[config.mk]
export PLATFORM = sky130hd
export DESIGN_NAME = wb_arbiter
export DESIGN_NICKNAME = d
export VERILOG_FILES = /design/src/rtl/wb_arbiter.sv
export SDC_FILE = /design/constraint.sdc
export NUM_CORES = 1
export LEC_CHECK = 0
export BUFFER_PORTS_ARGS = -buffer_cell sky130_fd_sc_hd__buf_4
export CAP_MARGIN = 10
export CORE_ASPECT_RATIO = 0.5
export CORE_MARGIN = 2
export CORE_UTILIZATION = 46
export DETAILED_ROUTE_END_ITERATION = 10
export PLACE_DENSITY = 0.81
export SETUP_SLACK_MARGIN = 0.3
export SKIP_CTS_REPAIR_TIMING = 1
export SYNTH_ARGS = -nofsm -noshare
export SYNTH_HDL_FRONTEND = slang
export SYNTH_SLANG_ARGS = --single-unit
export TNS_END_PERCENT = 20
[constraint.sdc]
create_clock -name clk -period 3.6 [get_ports clk]
set_clock_uncertainty 0.15 [all_clocks]
set_input_delay 0.54 -clock clk [delete_from_list [all_inputs] [get_ports clk]]
set_output_delay 0.54 -clock clk [all_outputs]
set_load 0.05 [all_outputs]
[src/rtl/wb_arbiter.sv]
`default_nettype none
// ============================================================================
//  Module   : wb_arbiter
//  Purpose  : Round-robin arbiter sharing the register-file write port between
//             NREQ writeback sources, with a registered write stage.
//  Revision : 1.0  initial release
// ============================================================================
module wb_arbiter #(
    parameter int NREQ = 3
) (
    input  logic                       clk,
    input  logic                       reset,
    input  logic [NREQ-1:0]            req_valid,
    input  logic [NREQ*5-1:0]          req_reg,
    input  logic [NREQ*32-1:0]         req_data,
    output logic [NREQ-1:0]            req_ready,
    output logic [4:0]                 wreg,
    output logic [31:0]                wdata,
    output logic                       wen,
    output logic [$clog2(NREQ)-1:0]    wb_src,
    output logic                       err_dup
);

    localparam int c_IDX_W = $clog2(NREQ);

    logic [c_IDX_W-1:0] r_ptr_q,   w_ptr_d;
    logic               r_wen_q,   w_wen_d;
    logic [4:0]         r_wreg_q,  w_wreg_d;
    logic [31:0]        r_wdata_q, w_wdata_d;
    logic [c_IDX_W-1:0] r_src_q,   w_src_d;
    logic               r_err_q,   w_err_d;

    logic [NREQ-1:0]    w_grant;
    logic [c_IDX_W-1:0] w_gnt_idx;
    logic               w_found;
    logic               w_dup;
    logic [4:0]         w_sel_reg;
    logic [31:0]        w_sel_data;

    function automatic logic [c_IDX_W-1:0] f_wrap(input int v);
        return c_IDX_W'(v % NREQ);
    endfunction

    always_comb begin
        w_grant   = '0;
        w_gnt_idx = '0;
        w_found   = 1'b0;
        w_dup     = 1'b0;

        // Scan from the pointer upward with wrap; reset suppresses every grant.
        if (!reset) begin
            for (int k = 0; k < NREQ; k++) begin
                if (!w_found && req_valid[f_wrap(int'(r_ptr_q) + k)]) begin
                    w_found   = 1'b1;
                    w_gnt_idx = f_wrap(int'(r_ptr_q) + k);
                    w_grant[f_wrap(int'(r_ptr_q) + k)] = 1'b1;
                end
            end
        end

        for (int i = 0; i < NREQ; i++) begin
            for (int j = i + 1; j < NREQ; j++) begin
                if (req_valid[i] && req_valid[j] &&
                    (req_reg[i*5 +: 5] == req_reg[j*5 +: 5]) &&
                    (req_reg[i*5 +: 5] != 5'd0)) begin
                    w_dup = 1'b1;
                end
            end
        end

        w_sel_reg  = req_reg[w_gnt_idx*5 +: 5];
        w_sel_data = req_data[w_gnt_idx*32 +: 32];

        w_ptr_d = r_ptr_q;
        if (w_found) begin
            w_ptr_d = (w_gnt_idx == c_IDX_W'(NREQ - 1)) ? '0 : w_gnt_idx + 1'b1;
        end

        // x0 writes are consumed but never reach the register file.
        w_wen_d   = w_found && (w_sel_reg != 5'd0);
        w_wreg_d  = r_wreg_q;
        w_wdata_d = r_wdata_q;
        w_src_d   = r_src_q;
        if (w_wen_d) begin
            w_wreg_d  = w_sel_reg;
            w_wdata_d = w_sel_data;
            w_src_d   = w_gnt_idx;
        end

        w_err_d = r_err_q | w_dup;
    end

    always_ff @(posedge clk) begin
        if (reset) begin
            r_ptr_q   <= '0;
            r_wen_q   <= 1'b0;
            r_wreg_q  <= '0;
            r_wdata_q <= '0;
            r_src_q   <= '0;
            r_err_q   <= 1'b0;
        end else begin
            r_ptr_q   <= w_ptr_d;
            r_wen_q   <= w_wen_d;
            r_wreg_q  <= w_wreg_d;
            r_wdata_q <= w_wdata_d;
            r_src_q   <= w_src_d;
            r_err_q   <= w_err_d;
        end
    end

    assign req_ready = w_grant;
    assign wen       = r_wen_q;
    assign wreg      = r_wreg_q;
    assign wdata     = r_wdata_q;
    assign wb_src    = r_src_q;
    assign err_dup   = r_err_q;

endmodule
`default_nettype wire
==> flow_metrics.tcl <==
set metrics [dict create \
    placementRows 21 \
    regArea_um2 861 \
    maximum_root_to_sink_buffer_count 2 \
    n_fill_cell 593 \
    post_synth_edffs 0 \
    die_h_um 62.3 \
    timing.setup.tns_ps 0 \
    synth_nets 534 \
    run_status "completed" \
    cellLeakagePower_nw 2.07 \
    max_cap_violations 0 \
    grt_pass1_wl_mm 15.5 \
    final-setup-viol-count 0 \
    regToRegEndpoint "wreg[0]" \
    coreArea_mm2 0.00662 \
    initial_core_util_pct 47.3 \
    critPathCapture "wreg[0]" \
    setup.worst_path.start "r_ptr_q[0]" \
    globalRouteTotalUtil_pct 24.7 \
    power_per_cell_area_mw_per_mm2 872 \
    detailed_route_wl_mm 9.35 \
    antenna_violations_before_repair 0 \
    dr.pass1.iters 5 \
    cts_buffers 5 \
    multi_input_comb_area_mm2 0.00209 \
    globalRoute.totalOverflow 0 \
    layout.cells.most_common "sky130_fd_sc_hd__buf_4" \
    cp.required_ps 3620 \
    drt_iter0_drc 244 \
    period_share_pct 88.8 \
    critical_path_capture_point_type "flop" \
    arrival_ps 3210 \
    timing.final.crit_period_ps 3200 \
    worstReg2RegStart "r_ptr_q[0]" \
    viasPerCell 5.42 \
    postSynth.asyncResetShare_pct 0 \
    design.final.nets 676 \
    first_global_vias 3350 \
    critical_path_class "flop to flop" \
    yosysWarnings 0 \
    die_boundary_width_um 121 \
    post_synth_inst_count 414 \
    cts_root_buf "sky130_fd_sc_hd__clkbuf_16" \
    max-vdd-ir-drop_mv 0.412 \
    synthFlopType "sky130_fd_sc_hd__dfxtp_1" \
    synth_area_mm2 0.00313 \
    tritoncts "done" \
    reg2regPathDepth 10 \
    synth.ff_latch_count 43 \
    detailroute.via_count 3515 \
    max_freq_ghz 0.313 \
    synth_sequential_area_ratio_pct 27.5 \
    final_cell_mix "sky130_fd_sc_hd__buf_4 (171), sky130_fd_sc_hd__nand2_1 (113), sky130_fd_sc_hd__dfxtp_1 (43), sky130_fd_sc_hd__nor2_1 (42), sky130_fd_sc_hd__mux2i_1 (35)" \
    maxSlewHeadroom_pct 58.6 \
    drc 0 \
    tightest_slew_ps 620 \
    routabilityCongestion 0.936 \
    antenna_cells_inserted 0 \
    detailedPlacementHpwl_mm 6.64 \
    clock_sink_count 43 \
    clkTransAtPathRegs_ps 60 \
    setup_repair_after_global_routing_missed_its_margin "yes" \
    final_antenna_net_count 0 \
    min-delay-start "wdata[29]" \
    ios 160 \
    critical-path-slowest-cell "sky130_fd_sc_hd__or3b_4" \
    areaGrowthSynthToFinish_pct 44.1 \
    worstSkewPairLatency_ps 270 \
    crit_path_max_incr_delay_ps 390 \
    hold_class "flop to flop" \
    synth_area_per_cell_um2 7.56 \
    critical_path.cell_chain "inv_1 -> ha_1 -> buf_4 -> or3b_4 -> a2111oi_4 -> a21oi_2 -> or2_2 -> o221a_1 -> a21oi_1 -> mux2_2" \
    grt_start_max_net_pins 66 \
    drt-wirelength-per-cell_um 14.4 \
    numPortBuffers 159 \
    worst-r2r-setup-slack_ps 400 \
    distinct_cell_type_count_after_synthesis 52 \
    drv_slew 0 \
    critPathMaxFanout 8 \
    die_area_mm2 0.00752 \
    hold_viol 0 \
    final_core_utilization_pct 68.1 \
    post_route_cells_drive_above_1_share_pct 34.5 \
    htreeDepth 2 \
    crit_path_start_kind "flop" \
    power_mw 3.93 \
]
## worst max-delay path, delay by kind of cell (launching register included)
kind,cells,cell delay [ps]
fa+ha+maj,1,330
simple gates,2,700
compound gates,4,930
mux,1,360
flops,1,370
buf+inv,2,250
## routing by layer
metal / up-vias / track usage, % / wire length [um]
met1: 1633 / 31.8 / 4100
met5: - / 0 / 0
met2: 111 / 43.2 / 4580
met3: 14 / 4.04 / 503
li1: 1757 / - / -
met4: 0 / 6.10 / 161
## layout make-up
cell class / instances / area share, %
Clock buffer: 5 / 2.77
Clock inverter: 3 / 0.333
Inverter: 5 / 0.416
Multi-Input combinational cell: 330 / 46.4
Sequential cell: 43 / 19.1
Tap cell: 92 / 2.55
Timing Repair Buffer: 171 / 28.5
## flip-flops by register name (all words and copies together) (netlist names)
| name | flops |
|---|---|
| wdata | 32 |
| wreg | 5 |
| r_ptr_q | 2 |
| wb_src | 2 |
| err_dup | 1 |
| wen | 1 |
## cell usage after synthesis, drive strengths merged, types with 2 or more instances
cell / n / area (um^2)
inv: 5 / 18.8
nor2: 42 / 158
o21ai: 6 / 30.0
or2: 4 / 25.0
a22oi: 2 / 15.0
a311o: 34 / 340
nand2b: 2 / 12.5
or3b: 2 / 20.0
nor3: 2 / 10.0
a222oi: 3 / 30.0
nor4: 4 / 25.0
clkbuf: 24 / 90.1
ha: 4 / 50.1
nand3: 6 / 30.0
nor2b: 7 / 43.8
a21oi: 17 / 88.8
xnor2: 3 / 26.3
buf: 13 / 96.3
nand2: 113 / 424
or3: 3 / 18.8
o31ai: 2 / 20.0
o32ai: 2 / 17.5
xor2: 11 / 96.3
mux2i: 35 / 350
nand3b: 2 / 15.0
dfxtp: 43 / 861
a31oi: 5 / 31.3
## how the worst min path moves through the flow
stage | end | slack (ps) | cells after the start
after floorplan | r_ptr_q[0] | 320 | 2
after global placement | wdata[21] | 290 | 2
after detailed placement | wdata[9] | 300 | 2
after CTS | wdata[9] | 310 | 2
after global routing | wdata[26] | 330 | 2
final | wdata[29] | 310 | 2
## power by group
part	internal [mW]	leakage, nW	switching [mW]	total (mW)
clock	0.253	0.0733	0.173	0.426
combinational	0.955	1.64	1.72	2.67
sequential	0.711	0.356	0.122	0.833
## cells by family after synthesis
group,count (synthesis),synth area share (%)
and+or+nand+nor,193,26.8
AOI/OAI and AO/OA,82,22.0
DFF,43,27.5
buffers and inverters,42,6.56
muxes,36,11.6
xor gates and xnor gates,14,3.92
adders and majority gates,4,1.60
## stage by stage
stage | area [um^2] | cells | setup slack (ps) | hold slack, ps
finish | 4510 | 649 | 402 | 309
global route | 4510 | 649 | 230 | 328
global placement | 4350 | 640 | 260 | 295
CTS | 4490 | 648 | 165 | 310
detailed placement | 4350 | 640 | 193 | 301
floorplan | 3130 | 414 | 472 | 316
(Power assumes the default switching activity.)
